[src/rtl/acc_seq_pkg.sv]
// acc_seq_pkg: shared types and constants for the accumulate sequencer.
//   state_e         - sequencer FSM states
//   AccW / LenW     - default sample and burst-length widths
//   AccMax / AccMin - saturation bounds for the default sample width
package acc_seq_pkg;

  localparam int unsigned AccW = 32;
  localparam int unsigned LenW = 8;

  typedef enum logic [2:0] {
    StIdle,
    StFirst,
    StAccum,
    StAbs,
    StDone
  } state_e;

  localparam logic [AccW-1:0] AccMax = {1'b0, {(AccW-1){1'b1}}};
  localparam logic [AccW-1:0] AccMin = {1'b1, {(AccW-1){1'b0}}};

endpackage

[src/rtl/acc_seq_if.sv]
// acc_seq_if: command, sample-stream and result-stream signals of acc_sequencer.
//   start/len/abs_mode/busy     - command port
//   s_valid/s_ready/s_data      - sample stream into the sequencer
//   r_valid/r_ready/r_data      - result stream out of the sequencer
// Modports: slave = sequencer side, master = producer/consumer side.
interface acc_seq_if
  import acc_seq_pkg::*;
#(
  parameter int unsigned W     = AccW,
  parameter int unsigned LEN_W = LenW
) ();

  logic             start;
  logic [LEN_W-1:0] len;
  logic             abs_mode;
  logic             busy;
  logic             s_valid;
  logic             s_ready;
  logic [W-1:0]     s_data;
  logic             r_valid;
  logic             r_ready;
  logic [W-1:0]     r_data;

  modport slave (
    input  start, len, abs_mode, s_valid, s_data, r_ready,
    output busy, s_ready, r_valid, r_data
  );

  modport master (
    output start, len, abs_mode, s_valid, s_data, r_ready,
    input  busy, s_ready, r_valid, r_data
  );

endinterface

[src/rtl/acc_seq_core.sv]
// acc_seq_core: the accumulator register and its datapath.
//   clk, reset - clock and synchronous active-high reset
//   clear      - acc <= 0
//   load       - acc <= din
//   add        - acc <= acc + din
//   do_abs     - acc <= |acc|
//   din        - signed sample
//   acc        - current accumulator value
// Controls are prioritised clear > load > add > do_abs; the sequencer only
// ever raises one at a time.
// ACC_SEQ_SAT_EN: when defined the add and the negate saturate instead of
// wrapping.
module acc_seq_core
  import acc_seq_pkg::*;
#(
  parameter int unsigned W = AccW
) (
  input  logic         clk,
  input  logic         reset,
  input  logic         clear,
  input  logic         load,
  input  logic         add,
  input  logic         do_abs,
  input  logic [W-1:0] din,
  output logic [W-1:0] acc
);

`ifdef ACC_SEQ_SAT_EN
  localparam logic [W-1:0] SatMax = {1'b0, {(W-1){1'b1}}};
  localparam logic [W-1:0] SatMin = {1'b1, {(W-1){1'b0}}};
`endif

  logic [W-1:0] acc_q, acc_d;
  logic [W-1:0] sum;
  logic [W-1:0] neg;

  always_comb begin
    sum = acc_q + din;
    neg = -acc_q;
`ifdef ACC_SEQ_SAT_EN
    // Overflow only when both operands share a sign the result lost.
    if ((acc_q[W-1] == din[W-1]) && (sum[W-1] != acc_q[W-1])) begin
      sum = acc_q[W-1] ? SatMin : SatMax;
    end
    if (acc_q == SatMin) begin
      neg = SatMax;
    end
`endif
    acc_d = acc_q;
    if (clear) begin
      acc_d = '0;
    end else if (load) begin
      acc_d = din;
    end else if (add) begin
      acc_d = sum;
    end else if (do_abs && acc_q[W-1]) begin
      acc_d = neg;
    end
  end

  always_ff @(posedge clk) begin
    if (reset) begin
      acc_q <= '0;
    end else begin
      acc_q <= acc_d;
    end
  end

  assign acc = acc_q;

endmodule

[src/rtl/acc_sequencer.sv]
// acc_sequencer: runs one accumulate burst per command and returns its sum.
//   clk   - sole clock, rising edge
//   reset - synchronous, active-high
//   bus   - acc_seq_if.slave: command (start/len/abs_mode/busy), sample
//           stream (s_*) and result stream (r_*)
// A command loads the first sample, adds the remaining len-1, optionally
// takes the absolute value, then holds the result until it is accepted.
// ACC_SEQ_SAT_EN: when defined the accumulate and absolute value saturate
// (handled inside acc_seq_core).
module acc_sequencer
  import acc_seq_pkg::*;
#(
  parameter int unsigned W     = AccW,
  parameter int unsigned LEN_W = LenW
) (
  input  logic       clk,
  input  logic       reset,
  acc_seq_if.slave   bus
);

  state_e           state_q, state_d;
  logic [LEN_W-1:0] len_q, len_d;
  logic [LEN_W-1:0] count_q, count_d;
  logic [LEN_W-1:0] count_inc;
  logic             abs_q, abs_d;

  logic             s_ready;
  logic             hs;
  logic             acc_clear, acc_load, acc_add, acc_abs;
  logic [W-1:0]     acc;

  assign s_ready   = (state_q == StFirst) || (state_q == StAccum);
  assign hs        = bus.s_valid && s_ready;
  assign count_inc = count_q + LEN_W'(1);

  always_comb begin
    state_d   = state_q;
    len_d     = len_q;
    abs_d     = abs_q;
    count_d   = count_q;
    acc_clear = 1'b0;
    acc_load  = 1'b0;
    acc_add   = 1'b0;
    acc_abs   = 1'b0;
    unique case (state_q)
      StIdle: begin
        if (bus.start) begin
          len_d     = bus.len;
          abs_d     = bus.abs_mode;
          count_d   = '0;
          // Cleared so an empty burst reports zero.
          acc_clear = 1'b1;
          state_d   = (bus.len == '0) ? StDone : StFirst;
        end
      end
      StFirst: begin
        if (hs) begin
          acc_load = 1'b1;
          count_d  = LEN_W'(1);
          if (len_q == LEN_W'(1)) begin
            state_d = abs_q ? StAbs : StDone;
          end else begin
            state_d = StAccum;
          end
        end
      end
      StAccum: begin
        if (hs) begin
          acc_add = 1'b1;
          count_d = count_inc;
          if (count_inc == len_q) begin
            state_d = abs_q ? StAbs : StDone;
          end
        end
      end
      StAbs: begin
        acc_abs = 1'b1;
        state_d = StDone;
      end
      StDone: begin
        if (bus.r_ready) begin
          state_d = StIdle;
        end
      end
      default: state_d = StIdle;
    endcase
  end

  always_ff @(posedge clk) begin
    if (reset) begin
      state_q <= StIdle;
      len_q   <= '0;
      count_q <= '0;
      abs_q   <= 1'b0;
    end else begin
      state_q <= state_d;
      len_q   <= len_d;
      count_q <= count_d;
      abs_q   <= abs_d;
    end
  end

  acc_seq_core #(
    .W (W)
  ) u_core (
    .clk    (clk),
    .reset  (reset),
    .clear  (acc_clear),
    .load   (acc_load),
    .add    (acc_add),
    .do_abs (acc_abs),
    .din    (bus.s_data),
    .acc    (acc)
  );

  assign bus.busy    = (state_q != StIdle);
  assign bus.s_ready = s_ready;
  assign bus.r_valid = (state_q == StDone);
  // Gated so the result port reads zero outside DONE.
  assign bus.r_data  = (state_q == StDone) ? acc : '0;

endmodule
[src/flat_wrapper.sv]
// flat-port wrapper written by rule: the top's interface ports become plain ports
module acc_sequencer_flat import acc_seq_pkg::*;
#(
  parameter int unsigned W     = AccW,
  parameter int unsigned LEN_W = LenW
)
  (clk, reset, bus_start, bus_len, bus_abs_mode, bus_s_valid, bus_s_data, bus_r_ready, bus_busy, bus_s_ready, bus_r_valid, bus_r_data);
  acc_seq_if #(.W(W), .LEN_W(LEN_W)) bus_i ();
  input  logic clk;
  input  logic reset;
  input wire logic [$bits(bus_i.start)-1:0] bus_start;
  input wire logic [$bits(bus_i.len)-1:0] bus_len;
  input wire logic [$bits(bus_i.abs_mode)-1:0] bus_abs_mode;
  input wire logic [$bits(bus_i.s_valid)-1:0] bus_s_valid;
  input wire logic [$bits(bus_i.s_data)-1:0] bus_s_data;
  input wire logic [$bits(bus_i.r_ready)-1:0] bus_r_ready;
  output wire logic [$bits(bus_i.busy)-1:0] bus_busy;
  output wire logic [$bits(bus_i.s_ready)-1:0] bus_s_ready;
  output wire logic [$bits(bus_i.r_valid)-1:0] bus_r_valid;
  output wire logic [$bits(bus_i.r_data)-1:0] bus_r_data;
  assign bus_i.start = bus_start;
  assign bus_i.len = bus_len;
  assign bus_i.abs_mode = bus_abs_mode;
  assign bus_i.s_valid = bus_s_valid;
  assign bus_i.s_data = bus_s_data;
  assign bus_i.r_ready = bus_r_ready;
  assign bus_busy = bus_i.busy;
  assign bus_s_ready = bus_i.s_ready;
  assign bus_r_valid = bus_i.r_valid;
  assign bus_r_data = bus_i.r_data;
  acc_sequencer #(.W(W), .LEN_W(LEN_W)) u_core (.clk(clk), .reset(reset), .bus(bus_i));
endmodule
[config.mk]
export PLATFORM = sky130hd
export DESIGN_NAME = acc_sequencer_flat
export DESIGN_NICKNAME = d
export VERILOG_FILES = /design/src/rtl/acc_seq_pkg.sv /design/src/rtl/acc_seq_if.sv /design/src/rtl/acc_seq_core.sv /design/src/rtl/acc_sequencer.sv /design/src/flat_wrapper.sv
export SDC_FILE = /design/constraint.sdc
export NUM_CORES = 1
export LEC_CHECK = 0
export BUFFER_PORTS_ARGS = -buffer_cell sky130_fd_sc_hd__buf_2
export CORE_MARGIN = 2
export CORE_UTILIZATION = 45
export DETAILED_ROUTE_END_ITERATION = 8
export PLACE_DENSITY = 0.79
export SYNTH_ARGS = -nofsm -noshare
export SYNTH_HDL_FRONTEND = slang
export SYNTH_SLANG_ARGS = --single-unit
export TNS_END_PERCENT = 30
[constraint.sdc]
create_clock -name clk -period 2.59 [get_ports clk]
set_input_delay 0.259 -clock clk [delete_from_list [all_inputs] [get_ports clk]]
set_output_delay 0.259 -clock clk [all_outputs]
set_load 0.05 [all_outputs]
==> run summary, run 1 <==
count of final hold-check violations -> 0
CP max FO -> 4
DR pass1 iterations -> 6
number of core rows -> 39
status -> finished with violations
pre-CTS WS -> -147 ps
Num CTS Buffers -> 5
Root Buffer -> clkbuf_16
routed via count -> 6,154
relative slew slack -> 60.9%
PwrDens -> 1010 mW/mm^2
fmax -> 0.384 GHz
total negative slack -> -11.3 ps
Top-Level Pins -> 81
CTS Sinks -> 52
Cells after Synth -> 718
DRC viols -> 0
RSZ-0062 raised after global routing -> yes
final setup vio count -> 1
CTS Hold Bufs -> 0
filler cell count -> 1,037
P_leak -> 3.03 nW
Slew Limit Fails -> 0
fin nets -> 945
core area -> 0.0113 mm^2
synthesized area -> 0.00519 mm^2
Seq/Total Area, Yosys -> 20.0%
PortBufs -> 80
Area Growth Syn to Fin -> 28.1%
DR iter-0 viols -> 483
Hold WS -> 173 ps
vias per cell -> 6.11
delay-heaviest family, CP -> compound AO/OA/AOI/OAI gates
worst path cell trace -> ha_2 > o211ai_1 > o211ai_1 > a21oi_2 > buf_4 > o31ai_4 > nor3b_2 > o211a_1 > mux2_2 > a211oi_1
CP endpoint kind -> flop
Final WS setup -> -11.3 ps
Post-synth top flop -> dfxtp_1
final RePlAce weighted congestion -> 1.00
htree depth -> 2
Core Util, Final -> 58.8%
global-route wire length before repair -> 28,400 um
ant diodes -> 0
worst-margin pin slew -> 586 ps
total gr overflow -> 0
max-capacitance violation count -> 0
clock skew -> 6.17 ps
Peak VDD IR -> 799 uV
drt wl/cell -> 17.3 um
clock tree buffer depth -> 2
DIE AREA -> 0.0124 mm^2
layout cells sized above 1 -> 26.1%
total length of routed wires -> 17,500 um
final cycle utilization of the critical path -> 100%
critical path class -> reg2reg
ys async rst share -> 0%
worst-skew pair later-pin latency -> 320 ps
final instance area -> 0.00665 mm^2
Req. time, crit path -> 2830 ps
fin crit period -> 2600 ps
CTS tree -> built
DP HPWL -> 13,000 um
initial antenna violation count -> 0
post-route ant nets -> 0
vias in the first global route -> 5,749
Synth cell types -> 72
Startpoint Class -> flop
Placed Instances -> 997
Die Ht -> 111 um
syn_nets -> 798
critical path's largest stage delay -> 350 ps
Die Wd -> 111 um
overall routing resource usage -> 27.7%
pin count of the biggest net entering global routing -> 29
failing checks -> negative setup slack
placed instance area -> 0.00638 mm^2
Pwr Total -> 6.70 mW
synthesized area per cell -> 7.23 um^2
Synth warnings -> 0
worst min path class -> in2reg
Slowest cell on crit path -> ha_2
Critical path buffers and inverters -> 1
Arr. time, crit path -> 2840 ps
CP dominant cell by count -> o211ai_1
Starting Density -> 45.9%
#FFs+latches synth -> 52
clock slew at reported path FFs -> 70 ps
fin cells -> 1,008
number of synthesized flops with an enable pin -> 0
## path summary, 6_finish.rpt
path | endpoint | start | slack [ps] | cells after the start
hold / removal | u_core.abs_q | bus_abs_mode | 170 | 3
setup reg to reg | u_core.u_core.acc[29] | u_core.u_core.acc[2] | -10 | 10
setup / recovery | u_core.u_core.acc[29] | u_core.u_core.acc[2] | -10 | 10
hold reg to reg | u_core.len_q[6] | u_core.len_q[6] | 500 | 2
## cell usage after synthesis, types with 5 or more instances
cell type	n	area (um^2)
a21boi_0	5	37.5
and3_1	34	213
nand3_1	20	100
ha_1	33	413
o21ai_0	36	180
or3_1	5	31.3
or4_1	5	37.5
nor2_1	53	199
a21oi_1	72	360
o22ai_1	7	43.8
o211ai_1	36	270
nor4_1	13	81.3
a22oi_1	7	52.6
clkbuf_1	36	135
dfxtp_1	52	1040
xor2_1	24	210
nand2b_1	8	50.1
a21o_1	13	97.6
a31oi_1	10	62.6
nor3_1	33	165
nand4_1	6	37.5
inv_1	9	33.8
xnor2_1	38	333
nand2_1	77	289
a211oi_1	11	82.6
## cell usage in the layout, fill, tap and decap left out, drive strengths merged, types with 8 or more instances in the layout
cell type	synthesis	layout
o21ai	37	37
a31oi	10	10
ha	33	33
xor2	24	24
nor2	54	54
xnor2	38	38
o211ai	36	36
nand2	77	77
a21oi	73	73
a211oi	11	11
nor4	13	13
nand3	21	21
a21o	14	14
and3	35	35
nand2b	8	8
dfxtp	52	52
buf	7	184
nor3	33	33
inv	9	9
## final cells by class
| type | count | area (um^2) | area share (%) |
|---|---|---|---|
| clock buffers | 5 | 125 | 1.88 |
| clock inverters | 2 | 12.5 | 0.188 |
| inverters | 9 | 33.8 | 0.508 |
| multi-input cells | 613 | 4080 | 61.3 |
| flip-flops and latches | 52 | 1040 | 15.7 |
| well taps | 143 | 179 | 2.69 |
| repair buffers | 184 | 1180 | 17.8 |
## worst reg2reg max path, cell delays in order (launching register included)
cell,delay [ps]
dfxtp_1,330
ha_2,360
o211ai_1,110
o211ai_1,320
a21oi_2,120
buf_4,170
o31ai_4,190
nor3b_2,200
o211a_1,180
mux2_2,320
a211oi_1,220
## metal layers
metal / track usage [%] / routed length, um / vias to the layer above
li1: - / - / 2964
met1: 38.7 / 7940 / 2876
met2: 44.6 / 7850 / 279
met3: 3.27 / 1220 / 35
met4: 9.47 / 435 / 0
met5: 0 / 0 / -
## what timing repair did
item	4_1_cts	5_1_grt
endpoints found under the setup margin	7	16
pin swaps	2	7
setup buffers	1	3
resized for setup	4	23
## cell families (layout without fill, tap and decap cells)
group                    Yosys count  in the layout  share of synthesized area (%)
AO/OA/AOI/OAI                    234            234                           29.5
XOR/XNOR                          62             62                           10.5
adder cells (fa/ha/maj)           34             34                           8.34
buffers and inverters             53            200                           3.93
flip-flops                        52             52                           20.0
multiplexers                       2              2                          0.410
AND/OR/NAND/NOR                  281            281                           27.4
## sequential cells by signal, summed over array words and instances, names as in the netlist
name               count
u_core.abs_q           1
u_core.u_core.acc     32
u_core.len_q           8
u_core.state_q         3
u_core.count_q         8
## power breakdown
group	internal (mW)	switching [mW]	total [mW]
logic	2.11	2.81	4.92
registers	0.942	0.127	1.07
clock network	0.353	0.360	0.713
No activity file was read; power rests on OpenSTA's default activity.
==> run 2, diff against run 1 <==
Settings changed: PLACE_DENSITY 0.79 to default, PLACE_DENSITY_LB_ADDON from default to 0.1.
==> run 2 against run 1 <==
Compared with the run above: routed wire length rose by 4.5%; die area did not move; global-route usage grew 1.3 points; largest power group unchanged; largest cell class unchanged; sequential share of layout area shrank 0.32 points; the run still ends with negative setup slack left; total power rose by 2.4%; via count decreased by 0.28%; worst hold slack better by 14 ps; clock-buffer cell count did not move.
==> run summary, run 2 (synthesis results as in run 1) <==
total length of routed wires -> 18,200 um
routed via count -> 6,137
vias per cell -> 6.01
htree depth -> 2
Area Growth Syn to Fin -> 30.9%
Placed Instances -> 1,008
Arr. time, crit path -> 2850 ps
DR pass1 iterations -> 5
Root Buffer -> clkbuf_16
CTS Hold Bufs -> 0
CTS Sinks -> 52
RR Startpoint -> u_core.u_core.acc[0]
P_leak -> 3.10 nW
fin nets -> 956
drt wl/cell -> 17.9 um
overall routing resource usage -> 29.0%
Top-Level Pins -> 81
DR iter-0 viols -> 457
PortBufs -> 80
Num CTS Buffers -> 5
Biggest register -> u_core.u_core.acc
Req. time, crit path -> 2840 ps
DRC viols -> 0
max-capacitance violation count -> 0
FF-to-FF path depth -> 11
post-route ant nets -> 0
clock skew -> 8.97 ps
count of final hold-check violations -> 0
total gr overflow -> 0
worst min path class -> in2reg
worst-skew pair later-pin latency -> 320 ps
Hold Path Depth -> 3
Slew Limit Fails -> 0
Pwr Total -> 6.86 mW
global-route wire length before repair -> 29,900 um
DIE AREA -> 0.0124 mm^2
relative slew slack -> 55.3%
final setup vio count -> 1
pre-CTS WS -> -119 ps
number of core rows -> 39
CP endpoint kind -> flop
largest registers -> u_core.u_core.acc: 32 flops, u_core.count_q: 8 flops, u_core.len_q: 8 flops
leading cell type in the layout, fill and taps excluded -> buf_4
placed instance area -> 0.00648 mm^2
initial antenna violation count -> 1
Multi-input gate area -> 0.00411 mm^2
filler cell count -> 1,095
fin cells -> 1,021
status -> finished with violations
layout cells sized above 1 -> 27.7%
worst-margin pin slew -> 669 ps
r2r setup slk -> -10 ps
CTS tree -> built
reg2reg end -> u_core.u_core.acc[30]
core area -> 0.0113 mm^2
Starting Density -> 45.9%
fin crit period -> 2600 ps
Largest register FFs -> 32
PwrDens -> 1010 mW/mm^2
critical path class -> reg2reg
CP max FO -> 8
Die Wd -> 111 um
storage element area -> 0.00104 mm^2
commonest non-fill, non-tap cells in the layout -> 113 x buf_4, 80 x buf_2, 76 x nand2_1
Final WS setup -> -12.9 ps
Startpoint Class -> flop
final cycle utilization of the critical path -> 100%
Die Ht -> 111 um
pin count of the biggest net entering global routing -> 27
Peak VDD IR -> 812 uV
final RePlAce weighted congestion -> 0.925
vias in the first global route -> 5,920
final instance area -> 0.00680 mm^2
hold wc startpoint -> bus_abs_mode
DP HPWL -> 13,700 um
clock tree buffer depth -> 2
fmax -> 0.384 GHz
Worst Hold End -> u_core.abs_q
RSZ-0062 raised after global routing -> yes
failing checks -> negative setup slack
clock slew at reported path FFs -> 80 ps
==> run 2: changes by cell type in the layout (fill, tap and decap cells not counted), moves of 2 or more <==
cell    previous run  this run
buf_4            103       113
ha_1              28        30
ha_4               1         3
ha_2               4         0
nor4_2             0         2
nor4_1            13        11
inv_6              0         2
==> run 2: how the worst max path moves through the flow <==
stage / from / to / slack, ps / cells after the start
finish: u_core.u_core.acc[0] / u_core.u_core.acc[30] / -10 / 11
global route: u_core.u_core.acc[0] / u_core.u_core.acc[16] / -130 / 11
CTS: u_core.u_core.acc[0] / u_core.u_core.acc[30] / 0.2 / 11
detailed placement: bus_s_data[0] / u_core.u_core.acc[30] / -120 / 12
global placement: bus_s_data[0] / u_core.u_core.acc[30] / -110 / 12
floorplan: u_core.u_core.acc[0] / u_core.u_core.acc[30] / -4 / 10
==> run 2: per-stage QoR <==
step / hold WS (ps) / TNS [ps] / util, %
after detailed placement: 482 / -727 / 57.2
after global placement: 480 / -392 / 57.2
final: 187 / -12.9 / 60.1
after CTS: 184 / 0 / 59.1
after floorplan: 395 / -4.03 / -
after global routing: 194 / -1140 / 60.0
==> run 2: layout make-up <==
| type | count | share of cell area (%) |
|---|---|---|
| multi-input combinational | 613 | 60.5 |
| timing repair buffer | 195 | 18.8 |
| sequential | 52 | 15.3 |
| tap | 143 | 2.63 |
| clock buffer | 5 | 1.84 |
| inverter | 9 | 0.497 |
| clock inverter | 3 | 0.368 |
| antenna | 1 | 0.0368 |
==> run 2: report_power, final <==
group / switching [mW] / internal, mW
clock: 0.379 / 0.368
sequential: 0.153 / 0.942
combinational: 2.85 / 2.17
total: 3.38 / 3.48
==> run 2: metal layers <==
metal  global-route usage [%]  share of wire [%]  vias up
met5                        0                  0        -
met4                     7.65                1.9        0
li1                         -                  -     2997
met3                     5.44                5.8       28
met2                     46.9                 46      192
met1                     40.0                 46     2920
==> run 2: critical path: stages (launching register included) <==
cell	delay [ps]
dfxtp_2	350
ha_4	160
fa_2	340
a211oi_2	240
o211ai_1	220
a2111oi_4	350
buf_6	180
o221ai_2	120
a41oi_2	230
xnor2_1	140
nand2_1	70
a21oi_1	130
==> run 2: what timing repair did <==
action	in CTS	in global routing
buffers inserted	2	2
setup endpoints to repair	10	20
gates cloned	0	0
pin swaps	7	5
gates resized for setup	9	21
==> run 3, diff against run 2 <==
Settings changed: CORE_ASPECT_RATIO from default to 0.75, MAX_ROUTING_LAYER from default to met4, TNS_END_PERCENT 30 to 5.
==> run 3 against run 2 <==
Compared with the run above: the run still ends with negative setup slack left; sequential power about the same; worst hold slack worse by 3.1 ps; utilization up 1.4 points; global-route usage is 1.4 points higher; cell area grew 0.42%; clock skew increased by 3.4 ps; critical path type unchanged; critical endpoint is now u_core.u_core.acc[24].
==> run summary, run 3 (synthesis results as in run 1) <==
Arr. time, crit path -> 2800 ps
RSZ-0062 raised after global routing -> yes
pre-CTS WS -> -192 ps
initial antenna violation count -> 0
fin crit period -> 2590 ps
DIE AREA -> 0.0124 mm^2
worst-margin pin slew -> 1010 ps
worst path cell trace -> ha_4 > fa_2 > a211oi_2 > o211ai_1 > a2111oi_4 > buf_6 > o211ai_1 > a31oi_1 > xnor2_1 > mux2i_1 > o22ai_1
hold wc startpoint -> bus_abs_mode
failing checks -> negative setup slack
CP max FO -> 8
Final WS setup -> -0.951 ps
CP dominant cell by count -> o211ai_1
fmax -> 0.386 GHz
Area Growth Syn to Fin -> 31.5%
delay-heaviest family, CP -> compound AO/OA/AOI/OAI gates
global-route wire length before repair -> 29,700 um
fin cells -> 1,015
critical path's largest stage delay -> 380 ps
largest registers -> u_core.u_core.acc: 32 flops, u_core.count_q: 8 flops, u_core.len_q: 8 flops
Num CTS Buffers -> 5
placed instance area -> 0.00648 mm^2
critical path class -> reg2reg
total gr overflow -> 0
core area -> 0.0111 mm^2
P_leak -> 3.10 nW
CTS tree -> built
leading cell type in the layout, fill and taps excluded -> buf_4
pin count of the biggest net entering global routing -> 43
overall routing resource usage -> 30.4%
Die Wd -> 128 um
Hold Path Depth -> 3
layout cells sized above 1 -> 28.5%
vias in the first global route -> 5,827
clock slew at reported path FFs -> 90 ps
Req. time, crit path -> 2790 ps
final cycle utilization of the critical path -> 100%
Starting Density -> 46.8%
CP startpoint -> u_core.u_core.acc[0]
DRC viols -> 0
WP depth -> 11
drt wl/cell -> 18.2 um
Placed Instances -> 1,006
clock skew -> 12.3 ps
Worst Hold End -> u_core.abs_q
Peak VDD IR -> 444 uV
status -> finished with violations
DP HPWL -> 13,700 um
relative slew slack -> 32.3%
count of final hold-check violations -> 0
RR Startpoint -> u_core.u_core.acc[0]
DR pass1 iterations -> 5
DR iter-0 viols -> 383
Slowest cell on crit path -> a2111oi_4
reg2reg end -> u_core.u_core.acc[24]
Largest register FFs -> 32
worst-skew pair later-pin latency -> 310 ps
Startpoint Class -> flop
r2r setup slk -> -1 ps
htree depth -> 2
final RePlAce weighted congestion -> 0.937
routed via count -> 6,121
clock tree buffer depth -> 2
FF-to-FF path depth -> 11
Slew Limit Fails -> 0
max-capacitance violation count -> 0
CP endpoint kind -> flop
Critical path buffers and inverters -> 1
Core Util, Final -> 61.5%
final setup vio count -> 1
post-route ant nets -> 0
Die Ht -> 97.0 um
Pwr Total -> 6.93 mW
Top-Level Pins -> 81
number of core rows -> 33
fin nets -> 954
final instance area -> 0.00683 mm^2
total length of routed wires -> 18,400 um
commonest non-fill, non-tap cells in the layout -> 111 x buf_4, 80 x buf_2, 77 x nand2_1
ant diodes -> 0
worst min path class -> in2reg
PwrDens -> 1020 mW/mm^2
Root Buffer -> clkbuf_16
CTS Sinks -> 52
vias per cell -> 6.03
PortBufs -> 80
Biggest register -> u_core.u_core.acc
-- run 3: cell count changes in the layout (fill, tap and decap cells not counted), sizes merged --
| cell | before | now |
|---|---|---|
| clkinvlp | 1 | 0 |
| diode | 1 | 0 |
| inv | 11 | 12 |
| buf | 195 | 193 |
-- run 3: layout make-up --
cell class	instances	area, um^2
fillers	1027	4280
multi-input cells	613	4150
repair buffers	193	1260
flip-flops and latches	52	1050
well taps	140	175
clock buffers	5	125
inverters	9	33.8
clock inverters	3	28.8
-- run 3: routing by layer --
| metal | up-vias | GRT usage, % | wire (um) |
|---|---|---|---|
| met3 | 23 | 4.81 | 1190 |
| met5 | - | - | 0 |
| met1 | 2889 | 42.7 | 8770 |
| li1 | 2996 | - | - |
| met4 | 0 | 6.68 | 280 |
| met2 | 213 | 46.0 | 8190 |
-- run 3: timing repair --
action | CTS | global route
setup endpoints to repair | 10 | 21
resized for setup | 6 | 33
buffers inserted | 1 | 0
pin swaps | 3 | 18
hold buffers | 0 | 0
-- run 3: worst max-delay path by stage --
stage                     slack, ps               endpoint
after detailed placement       -190  u_core.u_core.acc[30]
after global placement         -180  u_core.u_core.acc[30]
after floorplan                  -4  u_core.u_core.acc[30]
after CTS                       -10  u_core.u_core.acc[29]
after global routing           -170  u_core.u_core.acc[24]
final                            -1  u_core.u_core.acc[24]
-- run 3: per-stage QoR --
step	hold slack [ps]	TNS [ps]
final	184	-0.951
after global routing	205	-1170
after CTS	178	-18.1
after detailed placement	475	-1350
after global placement	472	-1050
after floorplan	395	-4.03
-- run 3: worst reg2reg max path, cell delays in order, from the launching register on --
cell,delay [ps]
dfxtp_2,340
ha_4,160
fa_2,350
a211oi_2,220
o211ai_1,200
a2111oi_4,380
buf_6,190
o211ai_1,120
a31oi_1,220
xnor2_1,100
mux2i_1,120
o22ai_1,80
-- run 3: power breakdown --
group	switching, mW	total [mW]	internal (mW)	leakage, nW
logic	2.86	5.08	2.21	2.60
registers	0.152	1.09	0.943	0.424
clock network	0.385	0.760	0.375	0.0767
